[src/rtl/alu_issue_capture.sv]
// Issue/capture sequencer around a gate-delay ALU: launch operands, wait SETTLE_CYCLES edges, capture result+flags.
// Latency SETTLE_CYCLES edges accept->out_valid; one op in flight, in_ready low until the result handshake completes.
// Optional feature macro: STICKY_OVF_EN (sticky overflow flag with clear input).
module alu_issue_capture #(
    parameter int WIDTH         = 32,
    parameter int SETTLE_CYCLES = 4
) (
    input  logic             clk,
    input  logic             rst_n,
`ifdef STICKY_OVF_EN
    input  logic             clr_sticky,
    output logic             sticky_ovf,
`endif
    input  logic             in_valid,
    output logic             in_ready,
    input  logic [WIDTH-1:0] in_a,
    input  logic [WIDTH-1:0] in_b,
    input  logic [2:0]       in_op,
    output logic [WIDTH-1:0] alu_a,
    output logic [WIDTH-1:0] alu_b,
    output logic [2:0]       alu_op,
    input  logic [WIDTH-1:0] alu_res,
    input  logic             alu_carryout,
    input  logic             alu_overflow,
    output logic             out_valid,
    input  logic             out_ready,
    output logic [WIDTH-1:0] out_res,
    output logic             out_carry,
    output logic             out_overflow,
    output logic             out_zero
);

    typedef enum logic [1:0] {IDLE, SETTLE, HOLD} state_t;

    localparam logic [7:0] CNT_INIT = 8'(SETTLE_CYCLES - 1);

    state_t     state, state_nxt;
    logic [7:0] cnt;
    logic       accept, capture, done_hs;
    logic       logic_op, carry_m, ovf_m;

    assign accept   = in_valid && in_ready;
    assign capture  = (state == SETTLE) && (cnt == 8'd0);
    assign done_hs  = out_valid && out_ready;
    // Carry/overflow are meaningless for bitwise ops (op >= 2), whatever the ALU pins say.
    assign logic_op = alu_op[2] | alu_op[1];
    assign carry_m  = alu_carryout & ~logic_op;
    assign ovf_m    = alu_overflow & ~logic_op;

    always_ff @(posedge clk or negedge rst_n) begin
        if (!rst_n) state <= IDLE;
        else        state <= state_nxt;
    end

    always_comb begin
        state_nxt = state;
        case (state)
            IDLE:    if (accept)  state_nxt = SETTLE;
            SETTLE:  if (capture) state_nxt = HOLD;
            HOLD:    if (done_hs) state_nxt = IDLE;
            default:              state_nxt = IDLE;
        endcase
    end

    always_comb begin
        in_ready  = (state == IDLE);
        out_valid = (state == HOLD);
    end

    always_ff @(posedge clk or negedge rst_n) begin
        if (!rst_n) begin
            cnt    <= 8'd0;
            alu_a  <= '0;
            alu_b  <= '0;
            alu_op <= 3'd0;
        end else if (accept) begin
            cnt    <= CNT_INIT;
            alu_a  <= in_a;
            alu_b  <= in_b;
            alu_op <= in_op;
        end else if (state == SETTLE && cnt != 8'd0) begin
            cnt <= cnt - 8'd1;
        end
    end

    always_ff @(posedge clk or negedge rst_n) begin
        if (!rst_n) begin
            out_res      <= '0;
            out_carry    <= 1'b0;
            out_overflow <= 1'b0;
            out_zero     <= 1'b0;
        end else if (capture) begin
            out_res      <= alu_res;
            out_carry    <= carry_m;
            out_overflow <= ovf_m;
            out_zero     <= (alu_res == '0);
        end
    end

`ifdef STICKY_OVF_EN
    // A capture that overflows beats a simultaneous clear.
    always_ff @(posedge clk or negedge rst_n) begin
        if (!rst_n)                 sticky_ovf <= 1'b0;
        else if (capture && ovf_m)  sticky_ovf <= 1'b1;
        else if (clr_sticky)        sticky_ovf <= 1'b0;
    end
`endif

endmodule

[config.mk]
export PLATFORM = sky130hd
export DESIGN_NAME = alu_issue_capture
export DESIGN_NICKNAME = d
export VERILOG_FILES = /design/src/rtl/alu_issue_capture.sv
export SDC_FILE = /design/constraint.sdc
export NUM_CORES = 1
export LEC_CHECK = 0
export ABC_AREA = 1
export BUFFER_PORTS_ARGS = -buffer_cell sky130_fd_sc_hd__buf_2
export CAP_MARGIN = 30
export CORE_ASPECT_RATIO = 1.5
export CORE_MARGIN = 5
export CORE_UTILIZATION = 45
export DETAILED_ROUTE_END_ITERATION = 12
export PLACE_DENSITY = 0.74
export SYNTH_ARGS = -nofsm -noshare
export SYNTH_HDL_FRONTEND = slang
export SYNTH_SLANG_ARGS = --single-unit
[constraint.sdc]
create_clock -name clk -period 2.6 [get_ports clk]
set_input_delay 0.52 -clock clk [delete_from_list [all_inputs] [get_ports clk]]
set_output_delay 0.52 -clock clk [all_outputs]
set_load 0.05 [all_outputs]
==> results_dict.tcl, run 1 <==
set metrics [dict create \
    clk_pin_slew_worst_paths_ns 0.07 \
    dr.pass1.iters 6 \
    worstRegToRegCells 8 \
    synth_cell_type_count 23 \
    synth_common_cells "260 x nand2_1, 112 x dfrtp_1, 29 x nand3_1" \
    finalNonFillerCells 880 \
    antenna_found_initial 0 \
    grt_pass1_vias 4153 \
    ioPinCount 209 \
    die_area_mm2 0.0127 \
    rsz0062_at_grt "no" \
    final.setup.worst_slack_ns 0.569 \
    io_buffer_count 208 \
    seq_area_frac_synth_pct 59.3 \
    ir_worst_vdd_v 0.000748 \
    cts_buffer_depth 2 \
    diodes 0 \
    seqPwrFrac_pct 31.3 \
    initial_core_util_pct 46.4 \
    crit_path_top_delay_cell "nand2_4" \
    cp_top_family "simple AND/OR/NAND/NOR gates" \
    avgSynthCellArea_um2 8.89 \
    max_slew_margin_pct 51.2 \
    critical_path.most_common_cell "nand2_1" \
    dpl_worst_slack_ns 0.582 \
    viasPerCell 4.63 \
    die_y_um 136 \
    post-route-min-period_ns 2.03 \
    hold_ws_ns 0.231 \
    clock-root-buffer "clkbuf_16" \
    fin_nets 842 \
    p_int_mw 4.44 \
    overflow 0 \
    synth_top_area_share_pct 59.3 \
    wl_per_cell_um 13.4 \
    clock_latency_ns 0.34 \
    place.gp.congestion 0.780 \
    cp.depth 8 \
    syn-num-nets 639 \
    path_buf_inv 1 \
    fillCellCount 904 \
    start_kind "flop" \
    status "completed" \
    slew_violations 0 \
    required_ns 2.88 \
    syn_inst 532 \
    ant_nets 0 \
    grt_pass1_wl_mm 19.2 \
    cts_tree "yes" \
    worst-setup-path-type "reg2reg" \
    die-width_um 93.7 \
    finalCritPeriodShare_pct 78.1 \
    ys_ff_latch 112 \
    combPwrFrac_pct 55.8 \
    placed_cells 865 \
    drt_iter0_markers 190 \
    synthFlopType "dfrtp_1" \
    setup-tns-final_ns 0 \
    power_switching_mw 5.35 \
    critical_path_arrival_ns 2.31 \
    clock_power_share_pct 12.9 \
    critPathMaxStageDelay_ns 0.45 \
    cts_sinks 112 \
    ctsResizeCount 0 \
    yosysTopAreaCell "dfrtp_1" \
    hold_violations 0 \
    cts_setup_buffers 0 \
    p_leak_nw 3.57 \
    dp_hpwl_mm 8.98 \
    hold_path_class "in2async" \
    crit_fanout 55 \
    h-tree-depth 3 \
    synth_edf_count 0 \
    maxCapViolCount 0 \
    num_rows 45 \
    pwr_density_cell_mw_per_mm2 1600 \
    hold_buffers 0 \
    cts_buffers 9 \
    layout-drive-gt1-share_pct 36.9 \
    finalClockSkew_ns 0.0104 \
    swShare_pct 54.6 \
    synth.area.top_cells "dfrtp_1 59%, nand2_1 21%, o21ai_2 3.5%" \
    tightest_slew_ns 0.731 \
    power.total_mw 9.79 \
    setup_viol 0 \
    vias 4070 \
    async_reset_ff_share_pct 100 \
    worstPathCellList "inv_1 > ha_1 > nand2_1 > nor2_8 > nand2_4 > nor2_1 > nand2_1 > nand2_1" \
    ys_warn_count 0 \
    area_growth_pct 29.7 \
    coreArea_mm2 0.0102 \
    syn_area_mm2 0.00473 \
    synth_most_common_cell "nand2_1" \
    fmax_ghz 0.492 \
    grt_max_degree 74 \
    grt_usage_pct 18.8 \
    drc 0 \
    postRouteWirelength_mm 11.8 \
    setup.worst_path.end_class "flop" \
]
logic make-up (layout without fill, tap and decap cells):
group,after synthesis,after routing,share of synthesized area (%)
compound gates,27,27,4.53
simple gates,338,338,30.0
flops,112,112,59.3
buf+inv,52,259,5.45
fa+ha+maj,2,2,0.529
xor+xnor,1,1,0.185
state kept, by name, summed over array words and instances, names as in the netlist, 2 cells and up:
| register | flops |
|---|---|
| state | 2 |
| alu_op | 3 |
| cnt | 8 |
| alu_a | 32 |
| alu_b | 32 |
| out_res | 32 |
worst register-to-register path, stage by stage, from the launching register on:
cell     delay, ns
dfrtp_1       0.38
inv_1         0.12
ha_1          0.17
nand2_1       0.13
nor2_8        0.29
nand2_4       0.45
nor2_1        0.30
nand2_1       0.08
nand2_1       0.05
layout make-up:
class,count,area [um2],area share (%)
Multi-Input combinational cell,368,1670,27.2
Clock inverter,6,45.0,0.735
Timing Repair Buffer,214,1100,18.0
Inverter,30,113,1.84
Sequential cell,112,2800,45.7
Clock buffer,9,225,3.67
Tap cell,141,176,2.88
stage by stage:
| step | area, um2 | utilization [%] |
|---|---|---|
| after floorplan | 4730 | - |
| after CTS | 6130 | 60.2 |
| final | 6130 | 60.2 |
| after detailed placement | 5860 | 57.5 |
| after global placement | 5860 | 57.5 |
| after global routing | 6130 | 60.2 |
layout by cell type, fill, tap and decap left out, types with 4 or more instances in the layout:
| cell | Yosys | final |
|---|---|---|
| clkbuf_16 | 0 | 9 |
| inv_1 | 28 | 28 |
| nand2_1 | 260 | 259 |
| nand2_2 | 15 | 16 |
| nor2_1 | 21 | 21 |
| o21ai_2 | 19 | 19 |
| o21ai_0 | 4 | 4 |
| nor2_4 | 4 | 4 |
| nand3_1 | 29 | 29 |
| dfrtp_1 | 112 | 112 |
| nand4_1 | 6 | 6 |
| buf_4 | 2 | 6 |
| buf_2 | 14 | 207 |
worst paths after layout:
kind	startpoint	slack, ns	end
max reg2reg	cnt[0]	0.57	out_zero
max in group asynchronous	rst_n	1.71	alu_b[2]
max	cnt[0]	0.57	out_zero
min in group clk	out_ready	0.36	state[1]
min	rst_n	0.23	out_res[30]
min reg2reg	alu_a[1]	0.48	alu_a[1]
power groups by stage:
stage	Combinational [mW]	Sequential [mW]	Clock [mW]
after global routing	5.84	3.17	1.38
final	5.46	3.06	1.26
after global placement	5.41	3.05	0
after floorplan	1.57	5.73	0
after CTS	5.53	3.07	1.30
after detailed placement	5.54	3.07	0
layer usage:
| metal | up-vias | share of wire (%) | track usage, % |
|---|---|---|---|
| li1 | 2036 | - | - |
| met1 | 1876 | 39 | 23.2 |
| met2 | 147 | 52 | 32.4 |
| met3 | 11 | 7.8 | 4.61 |
| met4 | 0 | 1.3 | 5.70 |
| met5 | - | 0 | 0 |
Note: power is estimated with default switching activity, not from simulation.
==> run 2: changes to the inputs <==
clock period = 1.9 ns   (was 2.6 ns; I/O delays follow)
==> run 2 against run 1 <==
  * The run now ends with negative hold slack left
  * Critical endpoint unchanged
  * Sequential cell count unchanged
  * Setup slack got worse by 0.36 ns
  * Total power increased by 41%
  * Register-to-register slack got worse by 0.36 ns
  * Combinational power increased by 38%
  * Routed wire length increased by 0.37%
  * Fmax increased by 20%
  * Critical path type unchanged
  * Clock-buffer cell count increased by 1
  * Design area increased by 2.1%
==> results_dict.tcl, run 2 (synthesis gave the netlist of run 1 again) <==
set metrics [dict create \
    finalClockSkew_ns 0.00474 \
    setup-tns-final_ns 0 \
    io_buffer_count 208 \
    reg2reg_to "out_zero" \
    tightest_slew_ns 0.475 \
    place.gp.congestion 0.772 \
    reg2reg_slack_ns 0.21 \
    crit_fanout 34 \
    clk_pin_slew_worst_paths_ns 0.07 \
    r2r-start "cnt[0]" \
    h-tree-depth 3 \
    dr.pass1.iters 4 \
    clock-root-buffer "clkbuf_16" \
    grt_usage_pct 18.6 \
    clock_power_share_pct 15.2 \
    violations "negative hold slack" \
    ir_worst_vdd_v 0.00102 \
    fmax_ghz 0.590 \
    maxCapViolCount 0 \
    hold_buffers 0 \
    layout_common_cells "259 x nand2_1, 207 x buf_2, 112 x dfrtp_1" \
    die_area_mm2 0.0127 \
    fin_nets 845 \
    antenna_found_initial 0 \
    grt_pass1_wl_mm 19.1 \
    hold_violations 3 \
    setup_viol 0 \
    crit_end "out_zero" \
    final_util_pct 61.4 \
    postRouteWirelength_mm 11.8 \
    clock_latency_ns 0.34 \
    cp-startpoint "cnt[0]" \
    slew_violations 0 \
    p_leak_nw 3.63 \
    reg.largest.list "alu_a: 32 flops, alu_b: 32 flops, out_res: 32 flops" \
    hold_ws_ns -0.00287 \
    status "finished with violations" \
    pwr_density_cell_mw_per_mm2 2210 \
    die-width_um 93.7 \
    num_rows 45 \
    grt_pass1_vias 4153 \
    initial_core_util_pct 46.4 \
    start_kind "flop" \
    swShare_pct 52.8 \
    viasPerCell 4.70 \
    post-route-min-period_ns 1.69 \
    layout-drive-gt1-share_pct 37.1 \
    diodes 0 \
    worst-setup-path-type "reg2reg" \
    setup.worst_path.end_class "flop" \
    ctsResizeCount 0 \
    grt_max_degree 48 \
    hold_path_class "in2async" \
    area_growth_pct 32.4 \
    required_ns 2.18 \
    worstRegToRegCells 9 \
    power_switching_mw 7.30 \
    ant_nets 0 \
    ioPinCount 209 \
    wl_per_cell_um 13.4 \
    cts_tree "yes" \
    p_int_mw 6.52 \
    critical_path_arrival_ns 1.97 \
    coreArea_mm2 0.0102 \
    cts_buffers 9 \
    overflow 0 \
    die_y_um 136 \
    drc 0 \
    finalCritPeriodShare_pct 89.2 \
    vias 4156 \
    final_common_cell "nand2_1" \
    seqPwrFrac_pct 30.3 \
    dp_hpwl_mm 9.05 \
    drt_iter0_markers 184 \
    cts_setup_buffers 0 \
    final_area_mm2 0.00626 \
    combPwrFrac_pct 54.5 \
    dpl_cell_area_mm2 0.00592 \
    cts_buffer_depth 2 \
    cts_sinks 112 \
    rsz0062_at_grt "no" \
    max_slew_margin_pct 68.3 \
]
## run 2: power by group through the flow
| stage | Sequential, mW | Clock [mW] | Combinational (mW) |
|---|---|---|---|
| detailed placement | 4.20 | 0 | 7.62 |
| global placement | 4.18 | 0 | 7.47 |
| global route | 4.34 | 2.26 | 8.02 |
| floorplan | 7.84 | 0 | 2.14 |
| CTS | 4.19 | 2.15 | 7.62 |
| finish | 4.19 | 2.10 | 7.54 |
## run 2: how the worst min path moves through the flow
stage	endpoint	slack, ns	depth (start not counted)	from
global route	out_res[3]	0.03	1	rst_n
detailed placement	out_res[3]	0.37	1	rst_n
floorplan	alu_a[0]	0.08	0	rst_n
global placement	out_res[3]	0.36	1	rst_n
finish	out_res[3]	-0.003	1	rst_n
CTS	out_res[3]	0.002	1	rst_n
## run 2: layer usage
metal | wire length, um | GRT usage (%)
met1 | 4640 | 22.0
met2 | 6010 | 32.2
met3 | 932 | 4.61
met4 | 241 | 7.07
met5 | 0 | 0
## run 2: worst max-delay path: stages, from the launching register on
cell and delay [ns]:
dfrtp_1 0.38, inv_1 0.12, ha_1 0.16, nand2_1 0.14
nor2_8 0.30, nand2_4 0.09, buf_12 0.19, nor2_1 0.14
nand2_1 0.07, nand2_1 0.05
## run 2: cell type report
class | count | area (um2)
multi-input combinational | 368 | 1670
sequential | 112 | 2800
fill | 898 | 3930
clock inverter | 6 | 108
inverter | 30 | 113
timing repair buffer | 217 | 1160
tap | 141 | 176
clock buffer | 10 | 229
## run 2: stage by stage
| step | total power [mW] | instances | worst slack [ns] |
|---|---|---|---|
| after detailed placement | 11.8 | 868 | 0.230 |
| final | 13.8 | 884 | 0.206 |
| after CTS | 14.0 | 884 | 0.212 |
| after global placement | 11.7 | 868 | 0.283 |
| after floorplan | 9.98 | 532 | 0.0371 |
| after global routing | 14.6 | 884 | 0.0792 |
==> run 3: changes to the inputs <==
ABC_AREA = unset   (was 1)
PLACE_DENSITY = 0.75   (was 0.74)
==> run 3 against run 2 <==
  * The flow finishes with violations (negative setup slack)
  * Hold slack better by 0.089 ns
  * Sequential share of layout area rose by 1.5 points
  * Sequential cell count stayed put
==> results_dict.tcl, run 3 <==
set metrics [dict create \
    status "finished with violations" \
    violations "negative setup slack" \
    r2r-start "cnt[0]" \
    place.gp.congestion 0.744 \
    ant_nets 0 \
    pwr_density_cell_mw_per_mm2 2210 \
    seq_area_frac_synth_pct 63.9 \
    fin_nets 751 \
    synth_most_common_cell "nand2_1" \
    h-tree-depth 3 \
    critical_path.most_common_cell "or3b_4" \
    grt_usage_pct 18.3 \
    viasPerCell 4.88 \
    synth_top_area_share_pct 63.9 \
    layout-drive-gt1-share_pct 44.4 \
    seq_area_mm2 0.00280 \
    required_ns 2.12 \
    coreArea_mm2 0.00963 \
    diodes 0 \
    yosysTopAreaCell "dfrtp_1" \
    grt_max_degree 113 \
    hold_violations 0 \
    cts_tree "yes" \
    ys_ff_latch 112 \
    start_kind "flop" \
    wl_met2_mm 5.64 \
    drc 0 \
    antenna_found_initial 0 \
    vias 3727 \
    ir_worst_vdd_v 0.00125 \
    grt_pass1_vias 3754 \
    hold_path_class "in2async" \
    post-route-min-period_ns 1.99 \
    p_leak_nw 3.36 \
    hold_buffers 0 \
    cp_top_family "simple AND/OR/NAND/NOR gates" \
    syn_area_mm2 0.00439 \
    top_layer_used "met4" \
    reg2reg_to "out_res[13]" \
    tightest_slew_ns 0.736 \
    io_buffer_count 208 \
    wl_per_cell_um 14.8 \
    syn-num-nets 531 \
    placed_cells 742 \
    reg.largest.list "alu_a: 32 flops, alu_b: 32 flops, out_res: 32 flops" \
    die_y_um 131 \
    ys_warn_count 0 \
    maxCapViolCount 0 \
    power.total_mw 13.4 \
    ioPinCount 209 \
    async_reset_ff_share_pct 100 \
    synth.area.top_cells "dfrtp_1 64%, nand2_1 18%, mux2_2 7.4%" \
    final.setup.worst_slack_ns -0.0874 \
    die_area_mm2 0.0119 \
    reg2reg_slack_ns -0.09 \
    cts_sinks 112 \
    multi_input_area_mm2 0.00152 \
    layout_common_cells "210 x nand2_1, 207 x buf_2, 112 x dfrtp_1" \
    rsz0062_at_grt "yes" \
    synthFlopType "dfrtp_1" \
    setup_viol 34 \
    path_buf_inv 2 \
    worstPathCellList "inv_2 > ha_4 > or3b_4 > or3b_4 > buf_12 > mux2_2" \
    finalClockSkew_ns 0.00671 \
    num_rows 44 \
    fillCellCount 783 \
    wl_met3_mm 1.00 \
    grt_pass1_wl_mm 17.8 \
    synth_common_cells "212 x nand2_1, 112 x dfrtp_1, 29 x mux2_2" \
    worstRegToRegCells 6 \
    final_common_cell "nand2_1" \
    cts_buffers 9 \
    finalNonFillerCells 764 \
    drt_iter0_markers 181 \
    area_growth_pct 37.9 \
    clock-root-buffer "clkbuf_16" \
    dr.pass1.iters 4 \
    clock_latency_ns 0.34 \
    wl_met1_mm 4.46 \
    syn_inst 424 \
    fmax_ghz 0.503 \
    max_slew_margin_pct 51.0 \
    critical_path_arrival_ns 2.21 \
    critPathMaxStageDelay_ns 0.44 \
    hold_ws_ns 0.0866 \
    initial_core_util_pct 45.6 \
    overflow 0 \
    finalCritPeriodShare_pct 105 \
    crit_fanout 22 \
    slew_violations 0 \
    synth_edf_count 0 \
    die-width_um 90.6 \
    setup.worst_path.end_class "flop" \
    worst-setup-path-type "reg2reg" \
    clk_pin_slew_worst_paths_ns 0.07 \
    cts_buffer_depth 2 \
    dp_hpwl_mm 7.87 \
    postRouteWirelength_mm 11.3 \
    synth_cell_type_count 30 \
    crit_path_top_delay_cell "or3b_4" \
    avgSynthCellArea_um2 10.4 \
]
-- run 3: cell count changes after synthesis, sizes merged, moves of 17 or more --
cell,previous run,this run
buf,22,4
inv,30,3
mux2,0,32
nand2,277,212
nand3,29,1
nor2,26,4
o21ai,23,6
-- run 3: logic make-up (layout without fill, tap and decap cells) --
group / count (synthesis) / in the layout / synth area share [%]
muxes: 34 / 34 / 8.92
and+or+nand+nor: 239 / 239 / 22.1
AOI/OAI and AO/OA: 12 / 12 / 1.65
adders and majority gates: 2 / 2 / 0.570
DFF: 112 / 112 / 63.9
buffers and inverters: 22 / 247 / 2.28
xor gates and xnor gates: 3 / 3 / 0.599
-- run 3: how the worst max path moves through the flow --
stage                      start  cells past startpoint           to
after global placement    cnt[1]                      6  out_res[29]
after global routing      cnt[0]                      6  out_res[13]
after detailed placement  cnt[1]                      6  out_res[29]
after floorplan           cnt[4]                      5  out_res[28]
after CTS                 cnt[0]                      6  out_res[29]
final                     cnt[0]                      6  out_res[13]
-- run 3: routing by layer --
layer / GRT usage (%) / vias up
met4: 7.10 / 0
met5: 0 / -
met1: 22.8 / 1739
li1: - / 1799
met3: 5.56 / 19
met2: 30.2 / 170
-- run 3: repair_timing --
| action | in CTS | in global routing |
|---|---|---|
| pin swaps | 0 | 1 |
| gates cloned | 0 | 1 |
| endpoints found under the setup margin | 33 | 41 |
| setup buffers | 3 | 2 |
| resized for setup | 1 | 8 |
-- run 3: worst register-to-register path: stages, from the launching register on --
cell and delay, ns:
dfrtp_1 0.39, inv_2 0.09, ha_4 0.12, or3b_4 0.36
or3b_4 0.44, buf_12 0.18, mux2_2 0.28
-- run 3: area by class of cell --
class / count / area share [%]
multi-input cells: 290 / 25.1
well taps: 115 / 2.38
clock inverters: 7 / 1.34
clock buffers: 9 / 3.72
inverters: 3 / 0.186
repair buffers: 228 / 20.9
flip-flops and latches: 112 / 46.3
-- run 3: report_power, final --
part	internal, mW	total, mW	leakage (nW)	switching (mW)
combinational	1.90	7.32	1.85	5.42
clock	1.04	1.91	0.140	0.874
sequential	3.52	4.13	1.37	0.606
-- run 3: through the flow --
stage	cell area (um2)	util [%]	setup TNS, ns	worst slack, ns
finish	6050	62.8	-2.36	-0.0874
global route	6050	62.8	-3.96	-0.137
CTS	5990	62.1	-1.50	-0.0668
detailed placement	5650	58.7	-2.37	-0.0896
global placement	5650	58.7	-1.08	-0.0517
floorplan	4390	-	-1.05	-0.135
